**src/rtl/pmu_seq_pkg.sv**
```systemverilog
// Shared types for the power-rail sequencer: FSM states, fault causes and
// a lowest-set-bit helper used to name the offending rail.
package pmu_seq_pkg;

  localparam int unsigned IDX_W   = 3;
  localparam int unsigned MAX_NCH = 8;

  typedef enum logic [2:0] {
    ST_OFF    = 3'd0,
    ST_RAMP   = 3'd1,
    ST_SETTLE = 3'd2,
    ST_ON     = 3'd3,
    ST_DOWN   = 3'd4,
    ST_FAULT  = 3'd5
  } pmu_state_e;

  typedef enum logic [1:0] {
    FC_NONE     = 2'd0,
    FC_TIMEOUT  = 2'd1,
    FC_BROWNOUT = 2'd2
  } fault_code_e;

  // Index of the lowest set bit (0 when the mask is empty).
  function automatic logic [IDX_W-1:0] lowest_set(input logic [MAX_NCH-1:0] m);
    logic [IDX_W-1:0] r;
    r = '0;
    for (int i = int'(MAX_NCH) - 1; i >= 0; i--) begin
      if (m[i]) r = IDX_W'(i);
    end
    return r;
  endfunction

endpackage

```
**src/rtl/pmu_seq_cnt.sv**
```systemverilog
// Clearable up-counter shared by the rdy timeout and the settle hold,
// with a combinational compare against the active terminal value.
module pmu_seq_cnt #(
  parameter int unsigned TW = 16
) (
  input  logic          i_clk,
  input  logic          i_reset,
  input  logic          i_clr,
  input  logic          i_inc,
  input  logic [TW-1:0] i_term,
  output logic          o_hit_c
);

  logic [TW-1:0] r_cnt;

  always_ff @(posedge i_clk) begin
    if (i_reset || i_clr) begin
      r_cnt <= '0;
    end else if (i_inc) begin
      r_cnt <= r_cnt + TW'(1);
    end
  end

  assign o_hit_c = (r_cnt == i_term);

endmodule

```
**src/rtl/pmu_seq_ctrl.sv**
```systemverilog
// Power-rail sequencer: enables rails in order, waits for each ready plus a
// settle hold, watches for brown-out, and unwinds rails in reverse on power-down.
module pmu_seq_ctrl
  import pmu_seq_pkg::*;
#(
  parameter int unsigned NCH = 4,
  parameter int unsigned TW  = 16
) (
  input  logic           i_clk,
  input  logic           i_reset,
  input  logic           i_pwr_up_req,
  input  logic [NCH-1:0] i_rdy,
  input  logic [NCH-1:0] i_vlo,
  input  logic [TW-1:0]  i_cfg_timeout,
  input  logic [TW-1:0]  i_cfg_settle,
  input  logic           i_fault_clr,
  output logic [NCH-1:0] o_ena,
  output logic           o_pwr_good,
  output logic           o_por,
  output logic           o_fault,
  output logic [2:0]     o_fault_ch,
  output logic [1:0]     o_fault_code,
  output logic [2:0]     o_state
);

  pmu_state_e       r_state;
  logic [IDX_W-1:0] r_idx;
  logic [NCH-1:0]   r_ena;
  logic             r_pwr_good;
  logic             r_por;
  logic             r_fault;
  logic [IDX_W-1:0] r_fault_ch;
  fault_code_e      r_fault_code;

  logic [NCH-1:0]   w_idx_oh;
  logic [NCH-1:0]   w_settled;
  logic [NCH-1:0]   w_bo_mask;
  logic             w_rdy_cur;
  logic             w_last;
  logic             w_hit;
  logic             w_cnt_inc;
  logic             w_cnt_clr;
  logic [TW-1:0]    w_term;
  logic             w_fault_go;
  fault_code_e      w_fault_cause;
  logic [IDX_W-1:0] w_fault_idx;

  assign w_idx_oh  = NCH'(1) << r_idx;
  assign w_rdy_cur = |(i_rdy & w_idx_oh);
  assign w_last    = (r_idx == IDX_W'(NCH - 1));
  assign w_term    = (r_state == ST_RAMP) ? i_cfg_timeout : i_cfg_settle;

  // Rails below the current index have already completed their settle hold.
  always_comb begin
    w_settled = '0;
    for (int i = 0; i < int'(NCH); i++) begin
      w_settled[i] = (IDX_W'(i) < r_idx);
    end
  end

  // Brown-out candidates: ON watches every rail, sequencing only live ones.
  always_comb begin
    w_bo_mask = '0;
    if (r_state == ST_ON) begin
      w_bo_mask = i_vlo | ~i_rdy;
    end else if (r_state == ST_RAMP || r_state == ST_SETTLE) begin
      w_bo_mask = (i_vlo & r_ena) | (~i_rdy & w_settled);
    end
  end

  always_comb begin
    w_fault_go    = 1'b0;
    w_fault_cause = FC_NONE;
    w_fault_idx   = '0;
    if (|w_bo_mask) begin
      w_fault_go    = 1'b1;
      w_fault_cause = FC_BROWNOUT;
      w_fault_idx   = lowest_set(MAX_NCH'(w_bo_mask));
    end else if (r_state == ST_RAMP && !w_rdy_cur && w_hit) begin
      w_fault_go    = 1'b1;
      w_fault_cause = FC_TIMEOUT;
      w_fault_idx   = r_idx;
    end
  end

  // The counter runs only while the FSM stays put; any transition restarts it.
  always_comb begin
    w_cnt_inc = 1'b0;
    case (r_state)
      ST_RAMP:   w_cnt_inc = !w_fault_go && i_pwr_up_req && !w_rdy_cur;
      ST_SETTLE: w_cnt_inc = !w_fault_go && i_pwr_up_req && !w_hit;
      ST_DOWN:   w_cnt_inc = !w_hit;
      default:   w_cnt_inc = 1'b0;
    endcase
    w_cnt_clr = !w_cnt_inc;
  end

  pmu_seq_cnt #(
    .TW (TW)
  ) u_cnt (
    .i_clk   (i_clk),
    .i_reset (i_reset),
    .i_clr   (w_cnt_clr),
    .i_inc   (w_cnt_inc),
    .i_term  (w_term),
    .o_hit_c (w_hit)
  );

  always_ff @(posedge i_clk) begin
    if (i_reset) begin
      r_state      <= ST_OFF;
      r_idx        <= '0;
      r_ena        <= '0;
      r_pwr_good   <= 1'b0;
      r_por        <= 1'b1;
      r_fault      <= 1'b0;
      r_fault_ch   <= '0;
      r_fault_code <= FC_NONE;
    end else if (w_fault_go) begin
      r_state      <= ST_FAULT;
      r_ena        <= '0;
      r_pwr_good   <= 1'b0;
      r_por        <= 1'b1;
      r_fault      <= 1'b1;
      r_fault_ch   <= w_fault_idx;
      r_fault_code <= w_fault_cause;
    end else begin
      case (r_state)
        ST_OFF: begin
          if (i_pwr_up_req) begin
            r_state <= ST_RAMP;
            r_idx   <= '0;
            r_ena   <= NCH'(1);
          end
        end
        ST_RAMP: begin
          if (!i_pwr_up_req) begin
            r_state    <= ST_DOWN;
            r_ena      <= r_ena & ~w_idx_oh;
            r_pwr_good <= 1'b0;
            r_por      <= 1'b1;
          end else if (w_rdy_cur) begin
            r_state <= ST_SETTLE;
          end
        end
        ST_SETTLE: begin
          if (!i_pwr_up_req) begin
            r_state    <= ST_DOWN;
            r_ena      <= r_ena & ~w_idx_oh;
            r_pwr_good <= 1'b0;
            r_por      <= 1'b1;
          end else if (w_hit) begin
            if (w_last) begin
              r_state    <= ST_ON;
              r_pwr_good <= 1'b1;
              r_por      <= 1'b0;
            end else begin
              r_state <= ST_RAMP;
              r_idx   <= r_idx + IDX_W'(1);
              r_ena   <= r_ena | (w_idx_oh << 1);
            end
          end
        end
        ST_ON: begin
          if (!i_pwr_up_req) begin
            r_state    <= ST_DOWN;
            r_ena      <= r_ena & ~w_idx_oh;
            r_pwr_good <= 1'b0;
            r_por      <= 1'b1;
          end
        end
        // Request changes are ignored here until the last rail has been released.
        ST_DOWN: begin
          if (w_hit) begin
            if (r_idx == '0) begin
              r_state <= ST_OFF;
            end else begin
              r_idx <= r_idx - IDX_W'(1);
              r_ena <= r_ena & ~(w_idx_oh >> 1);
            end
          end
        end
        ST_FAULT: begin
          if (i_fault_clr && !i_pwr_up_req) begin
            r_state      <= ST_OFF;
            r_idx        <= '0;
            r_fault      <= 1'b0;
            r_fault_ch   <= '0;
            r_fault_code <= FC_NONE;
          end
        end
        default: begin
          r_state <= ST_OFF;
          r_ena   <= '0;
        end
      endcase
    end
  end

  assign o_ena        = r_ena;
  assign o_pwr_good   = r_pwr_good;
  assign o_por        = r_por;
  assign o_fault      = r_fault;
  assign o_fault_ch   = r_fault_ch;
  assign o_fault_code = r_fault_code;
  assign o_state      = r_state;

endmodule

```
**config.mk**
```make
export PLATFORM = sky130hd
export DESIGN_NAME = pmu_seq_ctrl
export DESIGN_NICKNAME = d
export VERILOG_FILES = /design/src/rtl/pmu_seq_pkg.sv /design/src/rtl/pmu_seq_cnt.sv /design/src/rtl/pmu_seq_ctrl.sv
export SDC_FILE = /design/constraint.sdc
export NUM_CORES = 1
export LEC_CHECK = 0
export ABC_AREA = 1
export CAP_MARGIN = 20
export CORE_AREA = 2 2 76 78
export DETAILED_ROUTE_END_ITERATION = 8
export DIE_AREA = 0 0 78 80
export GPL_ROUTABILITY_DRIVEN = 1
export PLACE_DENSITY = 0.79
export SLEW_MARGIN = 20
export SYNTH_ARGS = -nofsm -noshare
export SYNTH_HDL_FRONTEND = slang
export SYNTH_SLANG_ARGS = --single-unit
export TNS_END_PERCENT = 10
```
**constraint.sdc**
```tcl
create_clock -name i_clk -period 2.49 [get_ports i_clk]
set_input_delay 0.747 -clock i_clk [delete_from_list [all_inputs] [get_ports i_clk]]
set_output_delay 0.747 -clock i_clk [all_outputs]
set_load 0.05 [all_outputs]
```
==> impl_metrics.ini, run 1 <==
[synthesis]
synth_seq_cells = 34
syn_nets = 510
synth_top_cell_by_area = dfxtp_1
syn_inst = 459
yosysUniqueCellTypes = 33
avgSynthCellArea_um2 = 6.00
netlist_area_um2 = 2750
yosysSeqAreaShare_pct = 24.7
netlist_top_cells_area = dfxtp_1 (25%), nand2_1 (20%), inv_1 (9.7%), a21oi_1 (6.7%), nand3_1 (6.7%)
synthDominantCellAreaShare_pct = 24.7
yosys_warnings = 0

[power_and_ir_drop]
p_leak_nw = 1.70
clockPowerShare_pct = 13.6
p_switching_w = 0.00161
power.internal_w = 0.00165
swShare_pct = 49.3
p_per_area_nw_per_um2 = 895
p_comb_share_pct = 64.6
ir_drop_uv = 476
power_frac_seq_pct = 21.8
finalPower_w = 0.00326

[die]
initial_core_util_pct = 50.9
die_x_um = 78
die_height_um = 80
die_area_um2 = 6240
core-area_um2 = 5410
rows = 27
ios = 59

[clock_tree]
insertion_delay_ps = 290
clock_sinks = 34
cts-root-buf = clkbuf_8
htree_num_levels = 2
cts.path.max_buffers = 2
cts-hold-fix-buffers = 0
post_cts_resized = 0
cts.clk_slew.worst_paths_ps = 80
cts_made_buffers = 5
cts_tree = built
cts_setup_buffers = 0

[placement]
io_buffers = 58
hpwl_um = 5960
place_congestion = 0.937
dp_cells = 602

[routing]
vias_per_cell = 5.17
drt.antenna.violating_nets = 0
drt_wl_total_um = 7710
drt-pass1-iter-count = 4
drc = 0
vias = 3155
post_drt_wl_per_cell_um = 12.6
first_iter_violations = 159

[timing]
fin_crit_ps = 2390
whs_ps = 470
post-route-period-util_pct = 96.2
max-slew-margin-rel_pct = 65.1
hold_violations = 0
slew_violations = 0
grt_setup_unrepaired = yes
skew_ps = 3.51
finalSetupViolCount = 0
fin_tns_setup_ps = 0
worst_pin_slew_ps = 519
max_freq_ghz = 0.418

[layout]
utilization_pct = 67.4
multi_input_area_um2 = 1720
stdcell_count = 610
final_nets = 588
antenna_cells = 0
syn_to_final_growth_pct = 32.3
drive_above_1_share_pct = 10.2
fill_cells = 513
regArea_um2 = 682

[grt]
grtUsageTotal_pct = 25.4
grt_pass1_wl_um = 12600
gr-total-overflow = 0
antenna_found_initial = 0
grt_pass1_vias = 2934
grt_start_max_net_pins = 23

[status]
run_status = finished clean

[critical_path]
crit_required_ps = 1740
slowest_stage = clkdlybuf4s50_1
startpoint_type = register
path_class = register to primary output
crit_fanout = 5
max_stage_delay_ps = 810
path_cells = buf_4, clkdlybuf4s50_1
arrival_ps = 1650
worstSetupEndpointType = primary output

[worst_hold_path]
hp-class = register to register

[job]
maxCapViolations = 0
-- cell usage after synthesis --
master,instances
o21ai_1,1
buf_4,5
xor2_1,9
nor2_4,2
buf_2,1
a31oi_1,1
nor2_2,2
o211ai_1,3
a21boi_0,5
inv_2,3
nor3_1,11
nand3_1,37
o22ai_1,3
a22oi_1,1
dfxtp_1,34
nand3_2,3
nor2_1,36
a31o_2,1
nand4_1,6
buf_6,4
xnor2_1,3
nand2_2,5
o21ai_2,1
nand3b_1,5
nand2_1,145
nor4_1,1
o21ai_0,11
a21oi_1,37
ha_1,7
nand2_4,3
a211oi_1,1
nor2_8,1
inv_1,71
-- cell type report --
class | instances | share of cell area, %
clock buffers | 6 | 2.27
inverters | 74 | 7.63
clock inverters | 2 | 0.344
flip-flops and latches | 34 | 18.7
repair buffers | 81 | 21.3
multi-input cells | 341 | 47.3
well taps | 72 | 2.47
-- placed cells by master (no fill, tap or decap), types with 5 or more instances in the layout --
| cell type | count |
|---|---|
| ha_1 | 7 |
| nor2_1 | 35 |
| nand4_1 | 6 |
| inv_1 | 71 |
| clkdlybuf4s50_1 | 57 |
| buf_4 | 22 |
| dfxtp_1 | 33 |
| xor2_1 | 9 |
| clkbuf_8 | 6 |
| nand3_1 | 37 |
| nand2_1 | 145 |
| a21oi_1 | 37 |
| o21ai_0 | 11 |
| nand3b_1 | 5 |
| nor3_1 | 11 |
-- metal layers --
metal / part of all wire [%] / track usage [%]
met4: 2.6 / 12.5
met1: 43 / 28.8
met3: 4.2 / 3.73
met2: 50 / 46.5
met5: 0 / 0
-- cell families after synthesis --
group / synth area share (%)
adder cells (fa/ha/maj): 3.18
buffers and inverters: 13.3
flip-flops: 24.7
AO/OA/AOI/OAI: 13.2
AND/OR/NAND/NOR: 41.8
XOR/XNOR: 3.82
-- final timing paths --
kind,slack (ps),endpoint,start,cells past startpoint
worst max-delay path,100,o_state[0],o_state[0],2
worst min-delay path,470,o_pwr_good,o_pwr_good,2
worst max register to register,150,u_cnt.r_cnt[14],u_cnt.r_cnt[0],9
worst min register to register,470,o_pwr_good,o_pwr_good,2
-- worst max-delay path: cells and delay by family, from the launching register on --
family	cells	cell delay, ps
buffers and inverters	2	980
flip-flops	1	380
-- stage by stage --
step	cell area (um2)	worst slack, ps
final	3640	95.6
after CTS	3630	86.3
after detailed placement	3530	-170
after floorplan	2750	132
after global routing	3640	-11.9
after global placement	3530	-65.3
-- sequential cells by signal (all words and copies together), names as in the netlist --
signal / flops
o_ena: 4
o_fault: 1
o_fault_ch: 3
o_fault_code: 2
o_por: 1
o_pwr_good: 1
o_state: 3
r_idx: 3
u_cnt.r_cnt: 16
-- power groups by stage --
stage | Sequential [W] | Combinational, W | Clock [W]
after global routing | 0.000721 | 0.00234 | 0.000471
after detailed placement | 0.000718 | 0.00206 | 0
final | 0.000711 | 0.00211 | 0.000442
after global placement | 0.000717 | 0.00203 | 0
after CTS | 0.000707 | 0.00208 | 0.000443
after floorplan | 0.000897 | 0.00125 | 0
Note: power is estimated with default switching activity, not from simulation.
==> run 2: changes to the inputs <==
--- a/config.mk
+++ b/config.mk
@@ -7,11 +7,12 @@
 export LEC_CHECK = 0
 export ABC_AREA = 1
 export CAP_MARGIN = 20
-export CORE_AREA = 2 2 76 78
+export CORE_AREA = 2 2 73 75
 export DETAILED_ROUTE_END_ITERATION = 8
-export DIE_AREA = 0 0 78 80
+export DIE_AREA = 0 0 75 77
+export DONT_BUFFER_PORTS = 1
 export GPL_ROUTABILITY_DRIVEN = 1
-export PLACE_DENSITY = 0.79
+export PLACE_DENSITY = 0.7
 export SLEW_MARGIN = 20
 export SYNTH_ARGS = -nofsm -noshare
 export SYNTH_HDL_FRONTEND = slang
==> run 2 against run 1 <==
Worst hold slack better by 54 ps; routed wire length shrank 9.8%; power decreased by 9.2%; non-clock buffer count decreased by 69; cell area down 19%; maximum frequency is 5.4% higher; sequential share of layout area grew 4.3 points; cell count fell by 12%; critical path type is now register to register; critical endpoint is now o_state[0]; largest power group unchanged; highest routed layer unchanged.
==> impl_metrics.ini, run 2 (same netlist as run 1, synthesis figures left out) <==
[clock_tree]
htree_num_levels = 2
cts_tree = built
cts-root-buf = clkbuf_8
cts-hold-fix-buffers = 0
insertion_delay_ps = 290
cts_setup_buffers = 0
cts.clk_slew.worst_paths_ps = 70
cts.path.max_buffers = 2
cts_made_buffers = 5
post_cts_resized = 0
clock_sinks = 34

[layout]
mostFrequentLayoutCells = nand2_1 (145), inv_1 (71), nand3_1 (37), a21oi_1 (37), nor2_1 (36)
antenna_cells = 0
final_nets = 519
fill_cells = 512
syn_to_final_growth_pct = 7.50
stdcell_count = 539
largest_reg_flops = 16
top_register = u_cnt.r_cnt
layout_commonest_cell = nand2_1
drive_above_1_share_pct = 8.53

[die]
core-area_um2 = 4980
ios = 59
rows = 26
initial_core_util_pct = 55.3
die_x_um = 75
die_height_um = 77
die_area_um2 = 5780

[placement]
hpwl_um = 5500
place_congestion = 0.976
io_buffers = 0
dp_cells = 531

[routing]
drt-pass1-iter-count = 4
drt_wl_total_um = 6960
drc = 0
vias_per_cell = 5.19
first_iter_violations = 171
drt.antenna.violating_nets = 0
vias = 2795
post_drt_wl_per_cell_um = 12.9

[critical_path]
worstSetupEndpointType = register
max_stage_delay_ps = 470
crit_family = simple AND/OR/NAND/NOR gates
slowest_stage = dfxtp_1
path_cells = nand2_4, nor2_4, buf_12, nand2_1, nand3_1, nand2_1, nor2_1, nand2_1, nor2_2, nand2_2, o21ai_2, buf_4, nand2_2, nor3_1, nor2_1
crit_buf_inv = 2
crit_required_ps = 2660
crit_fanout = 22
arrival_ps = 2450
cp_common_cell = nand2_1
startpoint_type = register
path_class = register to register

[grt]
grt_pass1_wl_um = 11600
gr-total-overflow = 0
grtUsageTotal_pct = 25.6
grt_start_max_net_pins = 23
antenna_found_initial = 0
grt_pass1_vias = 2696

[timing]
fin_crit_ps = 2270
hold_violations = 0
grt_setup_unrepaired = no
post-route-period-util_pct = 91.3
skew_ps = 6.36
worst_pin_slew_ps = 568
max_freq_ghz = 0.440
finalSetupViolCount = 0
fin_tns_setup_ps = 0
max-slew-margin-rel_pct = 62.1
slew_violations = 0

[power_and_ir_drop]
power_frac_seq_pct = 27.8
p_leak_nw = 1.42
clockPowerShare_pct = 14.4
p_comb_share_pct = 57.8
swShare_pct = 51.3
p_per_area_nw_per_um2 = 1000
ir_drop_uv = 472
power.internal_w = 0.00144
p_switching_w = 0.00152

[worst_hold_path]
hp-class = primary input to register

[job]
maxCapViolations = 0

[status]
run_status = finished clean
run 2: changes by cell type in the layout (fill, tap and decap cells not counted), moves of 3 or more:
| cell | before | now |
|---|---|---|
| a21boi_1 | 3 | 0 |
| clkdlybuf4s50_1 | 57 | 0 |
| a21boi_0 | 2 | 5 |
| buf_4 | 22 | 10 |
run 2: worst paths after layout:
check	endpoint	slack (ps)	cells after the start	from
max	o_state[0]	220	15	o_state[0]
min reg2reg	u_cnt.r_cnt[0]	530	1	u_cnt.r_cnt[0]
max reg2reg	o_state[0]	220	15	o_state[0]
min	o_fault_code[0]	520	1	i_reset
run 2: per-layer routing:
layer	vias up	GRT usage [%]	share of wire, %
met5	-	0	0
met2	76	45.6	50
li1	1478	-	-
met3	13	4.34	4.8
met1	1228	29.3	43
met4	0	10.0	1.8
run 2: power by group through the flow:
stage	clock network (W)	registers (W)	logic, W
floorplan	0	0.000897	0.00125
global placement	0	0.000836	0.00168
detailed placement	0	0.000835	0.00169
CTS	0.000437	0.000823	0.00170
global route	0.000456	0.000835	0.00194
finish	0.000427	0.000823	0.00171
run 2: area by class of cell:
type / count / area (um2) / share of cell area, %
Multi-Input combinational cell: 341 / 1710 / 57.7
Sequential cell: 34 / 681 / 23.0
Inverter: 74 / 278 / 9.39
Timing Repair Buffer: 12 / 115 / 3.89
Tap cell: 70 / 87.6 / 2.96
Clock buffer: 7 / 86.3 / 2.92
Clock inverter: 1 / 5.00 / 0.169
run 2: through the flow:
stage	total power (W)	hold slack, ps	area [um2]	worst slack, ps	utilization [%]
final	0.00296	523	2960	217	59.5
after global routing	0.00323	514	2960	19.9	59.5
after CTS	0.00296	517	2960	241	59.5
after detailed placement	0.00253	514	2870	267	57.6
after global placement	0.00252	520	2870	279	57.6
after floorplan	0.00215	453	2750	132	-
